File: src/rtl/sdram_scheduler_pkg.sv
// Shared definitions for the SDRAM scheduler and the engines it sequences.
// Holds scheduler state encodings, parameter defaults and SDRAM command codes.
package sdram_scheduler_pkg;

    localparam int unsigned RefPeriodDefault = 780;
    localparam int unsigned MaxDebtDefault   = 8;
    localparam int unsigned TimeoutDefault   = 20000;

    typedef enum logic [5:0] {
        StReset = 6'b00_0001,
        StInit  = 6'b00_0010,
        StIdle  = 6'b00_0100,
        StRef   = 6'b00_1000,
        StWr    = 6'b01_0000,
        StRd    = 6'b10_0000
    } sched_state_e;

    // {cs_n, ras_n, cas_n, we_n} as driven by the engines on the DRAM pins
    typedef enum logic [3:0] {
        CmdLoadMode  = 4'b0000,
        CmdRefresh   = 4'b0001,
        CmdPrecharge = 4'b0010,
        CmdActive    = 4'b0011,
        CmdWrite     = 4'b0100,
        CmdRead      = 4'b0101,
        CmdNop       = 4'b0111
    } sdram_cmd_e;

    function automatic logic is_engine(input sched_state_e s);
        return s inside {StInit, StRef, StWr, StRd};
    endfunction

endpackage

File: src/rtl/sdram_refresh_timer.sv
// Auto-refresh period counter with a saturating count of owed refreshes.
// A demand arriving while the debt is already full sets a sticky overrun flag.
module sdram_refresh_timer #(
    parameter int unsigned REF_PERIOD = 780,
    parameter int unsigned MAX_DEBT   = 8
) (
    input  logic iclk,
    input  logic ireset,
    input  logic ienable,
    input  logic idec,
    output logic odebt_nz,
    output logic ooverrun
);

    localparam int unsigned CntW  = $clog2(REF_PERIOD);
    localparam int unsigned DebtW = $clog2(MAX_DEBT + 1);
    localparam logic [CntW-1:0]  CntLast = CntW'(REF_PERIOD - 1);
    localparam logic [DebtW-1:0] DebtMax = DebtW'(MAX_DEBT);

    logic [CntW-1:0]  cnt_q, cnt_d;
    logic [DebtW-1:0] debt_q, debt_d;
    logic             overrun_q, overrun_d;
    logic             wrap, dec;

    always_comb begin
        wrap      = ienable && (cnt_q == CntLast);
        dec       = idec && (debt_q != '0);
        cnt_d     = cnt_q;
        debt_d    = debt_q;
        overrun_d = overrun_q;
        if (ienable) begin
            cnt_d = wrap ? '0 : cnt_q + 1'b1;
        end
        // A wrap coinciding with a completed refresh leaves the debt unchanged
        if (wrap && !dec) begin
            if (debt_q < DebtMax) begin
                debt_d = debt_q + 1'b1;
            end else begin
                overrun_d = 1'b1;
            end
        end else if (dec && !wrap) begin
            debt_d = debt_q - 1'b1;
        end
    end

    always_ff @(posedge iclk) begin
        if (ireset) begin
            cnt_q     <= '0;
            debt_q    <= '0;
            overrun_q <= 1'b0;
        end else begin
            cnt_q     <= cnt_d;
            debt_q    <= debt_d;
            overrun_q <= overrun_d;
        end
    end

    assign odebt_nz = (debt_q != '0);
    assign ooverrun = overrun_q;

endmodule

File: src/rtl/sdram_scheduler.sv
// Grants the DRAM pins to one engine at a time: init once, then refresh debt first,
// then write/read requesters round-robin, with a watchdog aborting stuck grants.
import sdram_scheduler_pkg::*;

module sdram_scheduler #(
    parameter int unsigned REF_PERIOD = RefPeriodDefault,
    parameter int unsigned MAX_DEBT   = MaxDebtDefault,
    parameter int unsigned TIMEOUT    = TimeoutDefault
) (
    input  logic iclk,
    input  logic ireset,
    input  logic iwr_req,
    input  logic ird_req,
    output logic owr_ack,
    output logic ord_ack,
    output logic oready,
    output logic oinit_req,
    output logic oinit_enb,
    output logic oref_req,
    output logic oref_enb,
    output logic owr_req,
    output logic owr_enb,
    output logic ord_req,
    output logic ord_enb,
    input  logic iinit_fin,
    input  logic iref_fin,
    input  logic iwr_fin,
    input  logic ird_fin,
    output logic oref_overrun,
    output logic oerr
);

    localparam int unsigned WdW = $clog2(TIMEOUT + 1);
    localparam logic [WdW-1:0] WdLast = WdW'(TIMEOUT - 1);

    sched_state_e   state_q, state_d;
    logic           first_q;
    logic           ready_q;
    logic           wr_ack_q, rd_ack_q;
    logic           last_wr_q;
    logic           err_q;
    logic [WdW-1:0] wd_q;

    logic in_engine, timeout, fin_cur, abort;
    logic wr_pend, rd_pend, debt_nz;
    logic init_done, ref_done, wr_done, rd_done;

    always_comb begin
        in_engine = is_engine(state_q);
        timeout   = in_engine && (wd_q == WdLast);
        init_done = (state_q == StInit) && iinit_fin;
        ref_done  = (state_q == StRef) && iref_fin;
        wr_done   = (state_q == StWr) && iwr_fin;
        rd_done   = (state_q == StRd) && ird_fin;
        fin_cur   = init_done || ref_done || wr_done || rd_done;
        abort     = timeout && !fin_cur;
        // A requester being acked this cycle is still holding its level request
        wr_pend   = iwr_req && !wr_ack_q;
        rd_pend   = ird_req && !rd_ack_q;

        state_d = state_q;
        unique case (state_q)
            StReset: state_d = StInit;
            StInit: begin
                if (init_done) state_d = StIdle;
                else if (abort) state_d = StReset;
            end
            StIdle: begin
                if (debt_nz) state_d = StRef;
                else if (wr_pend && rd_pend) state_d = last_wr_q ? StRd : StWr;
                else if (wr_pend) state_d = StWr;
                else if (rd_pend) state_d = StRd;
            end
            StRef: if (ref_done || abort) state_d = StIdle;
            StWr:  if (wr_done || abort) state_d = StIdle;
            StRd:  if (rd_done || abort) state_d = StIdle;
            default: state_d = StReset;
        endcase
    end

    always_ff @(posedge iclk) begin
        if (ireset) begin
            state_q   <= StReset;
            first_q   <= 1'b0;
            ready_q   <= 1'b0;
            wr_ack_q  <= 1'b0;
            rd_ack_q  <= 1'b0;
            last_wr_q <= 1'b1;
            err_q     <= 1'b0;
            wd_q      <= '0;
        end else begin
            state_q  <= state_d;
            first_q  <= (state_d != state_q);
            wr_ack_q <= wr_done;
            rd_ack_q <= rd_done;
            if (init_done) ready_q <= 1'b1;
            if (wr_done) last_wr_q <= 1'b1;
            else if (rd_done) last_wr_q <= 1'b0;
            if (abort) err_q <= 1'b1;
            if ((state_d != state_q) || !in_engine) wd_q <= '0;
            else wd_q <= wd_q + 1'b1;
        end
    end

    sdram_refresh_timer #(
        .REF_PERIOD(REF_PERIOD),
        .MAX_DEBT  (MAX_DEBT)
    ) u_refresh_timer (
        .iclk    (iclk),
        .ireset  (ireset),
        .ienable (ready_q),
        .idec    (ref_done),
        .odebt_nz(debt_nz),
        .ooverrun(oref_overrun)
    );

    assign oinit_enb = (state_q == StInit);
    assign oref_enb  = (state_q == StRef);
    assign owr_enb   = (state_q == StWr);
    assign ord_enb   = (state_q == StRd);
    assign oinit_req = oinit_enb && first_q;
    assign oref_req  = oref_enb && first_q;
    assign owr_req   = owr_enb && first_q;
    assign ord_req   = ord_enb && first_q;
    assign owr_ack   = wr_ack_q;
    assign ord_ack   = rd_ack_q;
    assign oready    = ready_q;
    assign oerr      = err_q;

endmodule

File: config.mk
export PLATFORM = sky130hd
export DESIGN_NAME = sdram_scheduler
export DESIGN_NICKNAME = d
export VERILOG_FILES = /design/src/rtl/sdram_scheduler_pkg.sv /design/src/rtl/sdram_refresh_timer.sv /design/src/rtl/sdram_scheduler.sv
export SDC_FILE = /design/constraint.sdc
export NUM_CORES = 1
export LEC_CHECK = 0
export BUFFER_PORTS_ARGS = -buffer_cell sky130_fd_sc_hd__buf_2
export CORE_MARGIN = 2
export CORE_UTILIZATION = 40
export CTS_CLUSTER_DIAMETER = 40
export CTS_CLUSTER_SIZE = 25
export DETAILED_ROUTE_END_ITERATION = 8
export PLACE_DENSITY = 0.64
export SETUP_SLACK_MARGIN = 0.3
export SLEW_MARGIN = 20
export SYNTH_ARGS = -nofsm -noshare
export SYNTH_HDL_FRONTEND = slang
export SYNTH_SLANG_ARGS = --single-unit
File: constraint.sdc
create_clock -name iclk -period 5.5 [get_ports iclk]
set_input_delay 0.55 -clock iclk [delete_from_list [all_inputs] [get_ports iclk]]
set_output_delay 0.55 -clock iclk [all_outputs]
set_load 0.02 [all_outputs]
### Yosys cells after proc, flatten, opt, wreduce, memory -nomap -nowiden

Cells that the tools add are included.

* add/subtract/negate cells: 4
* multiply operators: 0
* divide/modulo/power cells: 0
* $lt $le $gt $ge: 1
* equal/unequal tests: 10
* shifts and indexed selects: 0
* muxes and demuxes: 15
* bitwise gates (word level): 1
* reductions and logical operators: 37

Operators by type and width (number)
* $mux 6: 10
* $pmux 6 s6: 1
* $logic_and 1x1->1: 17
* $add 15x1->15 const B: 1
* $eq 15x15->1 const B: 1
* $mux 4: 3
* $add 10x1->10 const B: 1
* $eq 10x10->1 const B: 1
* $mux 10: 1
* $reduce_bool 4->1: 2
* $logic_or 1x1->1: 7
* $eq 6x1->1 const B: 1
* $eq 6x2->1 const B: 1
* $eq 6x3->1 const B: 1
* $eq 6x4->1 const B: 1
* $eq 6x5->1 const B: 1
* $eq 6x6->1 const B: 1
* $logic_not 1->1: 6
* $ne 6x6->1: 1
* $add 4x1->4 const B: 1
* $lt 4x4->1 const B: 1
* $reduce_and 2->1: 2
* $reduce_or 2->1: 2
* $sub 4x1->4 const B: 1
* other kinds (3): 3

* flip-flop bits (word level): 42
* latch bits: 0
* bits in writable memories: 0
* bits in read-only memories: 0
* bits of input ports: 8
* output and inout port bits: 13
* logic and storage cells: 79
* memories: 0

### Longest topological paths before layout

* depth after elaboration: 13
* mapped depth: 13
* gate-level depth less buffers: 11

### Hierarchy

Synthesis repeated with hierarchy kept, for this count alone.

* cell total of the unflattened synthesis: 243
* area total of the unflattened synthesis: 2204.6 µm²

By module, submodules not included
* sdram_scheduler: times used 1, cells each 155, area each 1357.6 µm², seq. area each 540.5 µm²
* sdram_refresh_timer: times used 1, cells each 88, area each 847.1 µm², seq. area each 300.3 µm²

### Worst setup path after synthesis

No wires, ideal clock.

* path kind: register -> register
* start point: reg state_q[2]
* end point: reg wd_q[1]
* setup time: 115 ps
* arrival time: 2523 ps
* required time: 5385 ps
* setup slack: 2862 ps
* stages on the path, launching flop included: 10
* path buffers: 2
* clock period less this slack: 2638 ps
* path through: dfxtp_1 buf_6 or4_4 buf_6 nor3_1 a222oi_1 a21oi_1 o31ai_1 and3_1 and3_1

* elaborated cells between the ends (all ways): 34
* classes of those cells: eq/ne: 7; mux: 10; reduce/logical: 17

RTL lines
* start, declared: line sdram_scheduler.sv:36 `sched_state_e state_q, state_d;`
* start signal, assigned: line sdram_scheduler.sv:83 `state_q <= StReset;`
* start signal, assigned: line sdram_scheduler.sv:92 `state_q <= state_d;`
* $eq 6x5->1 *
* via owr_enb: line sdram_scheduler.sv:22 `output logic owr_enb,`
* $logic_and 1x1->1: line sdram_scheduler.sv:53 `wr_done = (state_q == StWr) && iwr_fin;`
* $logic_or 1x1->1 (2 in a row): line sdram_scheduler.sv:55 `fin_cur = init_done || ref_done || wr_done || rd_done;`
* $logic_not 1->1: line sdram_scheduler.sv:56 `abort = timeout && !fin_cur;`
* $logic_and 1x1->1: line sdram_scheduler.sv:56
* $mux 6, or another cell as far along: line sdram_scheduler.sv:66 `else if (abort) state_d = StReset;`
* $mux 6 (on tied branches)
* $pmux 6 s6: line sdram_scheduler.sv:62 `unique case (state_q)`
* $ne 6x6->1: line sdram_scheduler.sv:100 `if ((state_d != state_q) || !in_engine) wd_q <= '0;`
* $logic_or 1x1->1 *: line sdram_scheduler.sv:100
* $reduce_or 2->1 (no source line) *
* end signal, assigned: line sdram_scheduler.sv:101 `else wd_q <= wd_q + 1'b1;`
* end, declared: line sdram_scheduler.sv:42 `logic [WdW-1:0] wd_q;`

Mark *: on every way through the listed nets, which the timed path passes. The rest lies on a longest branch.
A chain may end at the register's enable or synchronous reset.

### Worst setup path after layout

* start point: reg state_q[5]
* end point: reg wd_q[0]

* word-level cells in the longest chain between the ends: 13
* elaborated cells between the ends (all ways): 34
* classes of those cells: eq/ne: 7; mux: 10; reduce/logical: 17

RTL lines (line)
* $eq 6x2->1 or $eq 6x4->1 (tied branches)
* $logic_and 1x1->1 (on tied branches): sdram_scheduler.sv:51, sdram_scheduler.sv:52
* $logic_or 1x1->1 (3 in a row): sdram_scheduler.sv:55
* $logic_not 1->1: sdram_scheduler.sv:56
* $logic_and 1x1->1: sdram_scheduler.sv:56
* $mux 6, or another cell as far along: sdram_scheduler.sv:66
* $mux 6 (on tied branches)
* $pmux 6 s6: sdram_scheduler.sv:62
* $ne 6x6->1: sdram_scheduler.sv:100
* $logic_or 1x1->1 *: sdram_scheduler.sv:100
* $reduce_or 2->1 (no source line) *

Every way passes the cells marked *; elsewhere a longest branch is shown, timed or not.

==> out/summary.md <==
In the post-synthesis netlist, the biggest area contributors are sky130_fd_sc_hd__dfxtp_1 (37%), sky130_fd_sc_hd__nor2_1 (7.8%), sky130_fd_sc_hd__xor2_1 (7.0%). Compared with the post-synthesis result, the final layout area differs by 9.88%. In this run the power density over the cells is 258 nW/µm².

The first global-routing pass estimated 8040 µm of wire. The sequential element share of the synthesized area came out at 0.371. The smallest clock period supported by the final layout is computed as 2.86 ns. The number of failing hold endpoints at the final stage is 0. Setup slack on the worst reg-to-reg path comes out at 2.64 ns. The met2 layer usage reported by global route was 0.249.

The clock insertion delay at the later pin of the skew report is 0.29 ns. Data arrives at the worst endpoint at 3.06 ns. The total number of yosys warnings was 0; the number of buffers inserted during clock tree synthesis was 5.

The repair_antennas step left the layout with diodes totalling 0. The die extent in x is 79.3 µm. Before antenna repair, the detailed router went through 4 iterations. The logs give 0 for the overflow left after global routing and 0 ns for the final total negative setup slack.

Timing would allow up to 350 MHz. The most common cell after layout, fill and taps aside is sky130_fd_sc_hd__nor2_1. The wire-length estimate of the detail-placed layout is 3410 µm.

For the TritonCTS sink count, the log shows 42. The run gives 0.412 as the effective utilization at floorplan. The hold-critical path endpoint is u_refresh_timer.ooverrun. The logs give 0 for the number of setup violations in the final report and 0 for the number of design rule violations left after detail routing.

In the synthesized netlist, the number of instances is 272. Across all hold checks on the routed design, the worst slack comes to 0.474 ns. Portion of the clock cycle consumed by the worst path in the final layout: 0.520. Of all cell types, the one taking the most synthesized area is sky130_fd_sc_hd__dfxtp_1.

The clock arrives with 0.0142 ns of skew. The startpoint of the worst-slack reg-to-reg timing path was state_q[5]. The number of cells in the design after placement is 350. The worst register-to-register path ends at wd_q[0]. The worst min-delay path startpoint is u_refresh_timer.ooverrun. The design draws 644 µW. The tools report the count of pins over their slew limit as 0. The min-delay analysis places its worst path in the category register to register. Transition time at the pin with the least slew margin: 0.499 ns. By startpoint and endpoint, the worst setup path is classified as register to register. For the worst path setup slack after routing, the log shows 2.64 ns.

The tools report the post-cts resize count as 0. Before CTS, the worst setup slack after placement is 2.70 ns. The nature of the critical path endpoint is a register. The H-tree was split into 2 levels.

STA classifies the critical path startpoint as a register. The layout cell share with drive strength beyond 1 came out at 0.119. The depth of the most critical reg-to-reg path was 7; the maximum vdd drop was 0.133 mV. In the routed layout, each cell is associated on average with a via count of 5.39. Share of the synthesized area in the top cell type: 0.371. The count of flip-flops with a built-in enable after synthesis was 0; the routing usage on met3 was 0.0352. The logs give 173 for the number of design-rule violations left by the first detailed-router iteration and 0.219 for the met1 usage.

The final cell utilization of the core was 0.452; the fraction of registers with async set or reset after synthesis was 0. The number of instances on the worst hold path came out at 2. The floorplan has 27 rows. Once the clock tree was built, the setup fixing pass inserted 0 buffers.

After global routing, the most crowded layer is met2. Counting distinct cell types in the post-synthesis netlist gives 47. For this block, the routed nets add up to 4700 µm of wire. Data on the critical path is required at its endpoint by 5.71 ns. The run gives 0 as the remaining number of nets flagged by the antenna check after routing.

The routed wire length per instance came out at 13.1 µm. The initial antenna violation count is 0. The count of port buffers added during placement works out to 20. Setup repair after global routing left no endpoint under its margin.

The post-synth design cell area came out at 2270 µm². At the end of routability-driven placement, the weighted congestion stood at 0.875. Leaving out fill and tap cells, the most frequent cells in the layout are sky130_fd_sc_hd__nor2_1 (47), sky130_fd_sc_hd__dfxtp_1 (42), sky130_fd_sc_hd__buf_2 (20), sky130_fd_sc_hd__xor2_1 (18), sky130_fd_sc_hd__nand2_1 (15). Along the worst path, the maximum fanout reaches 14.

Total via count after detailed routing: 1,930. The clock passes through at most 2 buffers. The synthesized area per cell is 8.34 µm².

TritonCTS built the clock tree. Among all flip-flop cells after synthesis, the most frequent one is sky130_fd_sc_hd__dfxtp_1. After detailed placement, the total cell area comes to 2380 µm². In this run the vertical extent of the chip is 79.3 µm. Buffers inserted to repair hold after CTS numbered 0. Clock tree synthesis selected as its root buffer the cell sky130_fd_sc_hd__clkbuf_8. For the area enclosed by the die boundary, the log shows 6290 µm². The run finished with clean final reports.

21 I/O pins were placed. The analysis attributes to cell leakage a power of 0.949 nW. The tools report the count of placed standard cells in the final layout, fillers left out as 358. Max-cap violations in this run came to 0. The clock-pin transition on the worst setup and hold timing paths came out at 0.08 ns.

The post-synthesis sequential element count was 42; the largest net degree at the start of global routing was 22. Counting every net in the synthesized netlist gives 286. The via count of the first global-routing pass came out at 1,772. For the floorplan core area, the log shows 5510 µm². The finished layout cell area is 2490 µm², and the global routing usage summed across all routing layers is 0.160. The net count of the finished layout is 299. For the worst slew slack as a fraction of its limit, the log shows 0.665.
-- critical path, stage by stage (launching register included) --
cell and delay, ns:
sky130_fd_sc_hd__dfxtp_1 0.47, sky130_fd_sc_hd__or4_1 0.64, sky130_fd_sc_hd__nor2_1 0.34, sky130_fd_sc_hd__a22o_1 0.26
sky130_fd_sc_hd__nor3_1 0.12, sky130_fd_sc_hd__a221oi_2 0.34, sky130_fd_sc_hd__nand4_2 0.37, sky130_fd_sc_hd__nor2_1 0.21
-- cells in the mapped netlist, types with 2 or more instances --
library cell                n
sky130_fd_sc_hd__clkbuf_1   9
sky130_fd_sc_hd__buf_6      3
sky130_fd_sc_hd__or4_1      3
sky130_fd_sc_hd__and3_1     7
sky130_fd_sc_hd__nor4_1     2
sky130_fd_sc_hd__a21o_1     2
sky130_fd_sc_hd__nor2b_1    4
sky130_fd_sc_hd__nor3b_1    3
sky130_fd_sc_hd__nor2_1    47
sky130_fd_sc_hd__and2_1     4
sky130_fd_sc_hd__a21oi_1   14
sky130_fd_sc_hd__ha_1       5
sky130_fd_sc_hd__nand3_1   12
sky130_fd_sc_hd__o21ai_0    5
sky130_fd_sc_hd__o31ai_1    6
sky130_fd_sc_hd__nor3_1     9
sky130_fd_sc_hd__xor2_1    18
sky130_fd_sc_hd__nand2_1   15
sky130_fd_sc_hd__nand4_1    7
sky130_fd_sc_hd__or4b_1     2
sky130_fd_sc_hd__nor4b_1    5
sky130_fd_sc_hd__dfxtp_1   42
sky130_fd_sc_hd__mux2i_1    2
sky130_fd_sc_hd__xnor2_1    8
sky130_fd_sc_hd__or3_1      4
sky130_fd_sc_hd__a211oi_1   3
sky130_fd_sc_hd__nand2b_1   7
sky130_fd_sc_hd__inv_1      5
-- cell families after synthesis --
| kind of cell | synth area share |
|---|---|
| buf+inv | 0.0419 |
| fa+ha+maj | 0.0364 |
| simple gates | 0.328 |
| compound gates | 0.114 |
| flops | 0.371 |
| mux | 0.00883 |
| xor+xnor | 0.100 |
-- registers in the layout (all words and copies together) (netlist names) --
signal                    cells
u_refresh_timer.cnt_q        10
u_refresh_timer.ooverrun      1
u_refresh_timer.debt_q        4
last_wr_q                     1
ord_ack                       1
first_q                       1
oerr                          1
owr_ack                       1
oready                        1
state_q                       6
wd_q                         15
-- report_power, final --
part | internal [mW] | switching [mW] | total, mW
registers | 0.311 | 0.0168 | 0.328
clock network | 0.135 | 0.105 | 0.241
logic | 0.0316 | 0.0435 | 0.0752
total | 0.478 | 0.165 | 0.644
-- area by class of cell --
cell class                      count  area (µm²)
Fill cell                         533        3020
Multi-Input combinational cell    211        1330
Sequential cell                    42         841
Timing Repair Buffer               20         100
Tap cell                           72        90.1
Clock buffer                        6        72.6
Clock inverter                      2        37.5
Inverter                            5        18.8
-- worst max-delay path by stage --
| stage | depth (start not counted) | start | slack (ns) | endpoint |
|---|---|---|---|---|
| 2_1_floorplan | 9 | state_q[2] | 2.86 | wd_q[1] |
| 3_3_place_gp | 7 | state_q[5] | 2.70 | wd_q[8] |
| 3_5_place_dp | 7 | state_q[5] | 2.70 | wd_q[0] |
| 4_1_cts | 7 | state_q[5] | 2.67 | wd_q[0] |
| 5_1_grt | 7 | state_q[5] | 2.40 | wd_q[0] |
| 6_report | 7 | state_q[5] | 2.64 | wd_q[0] |
-- metal layers --
layer / wire length [µm] / share of wire / up-vias
li1: - / - / 978
met1: 2230 / 0.48 / 892
met2: 2130 / 0.45 / 53
met3: 283 / 0.060 / 7
met4: 51 / 0.011 / 0
met5: 0 / 0 / -
No activity file was read; power rests on OpenSTA's default activity.
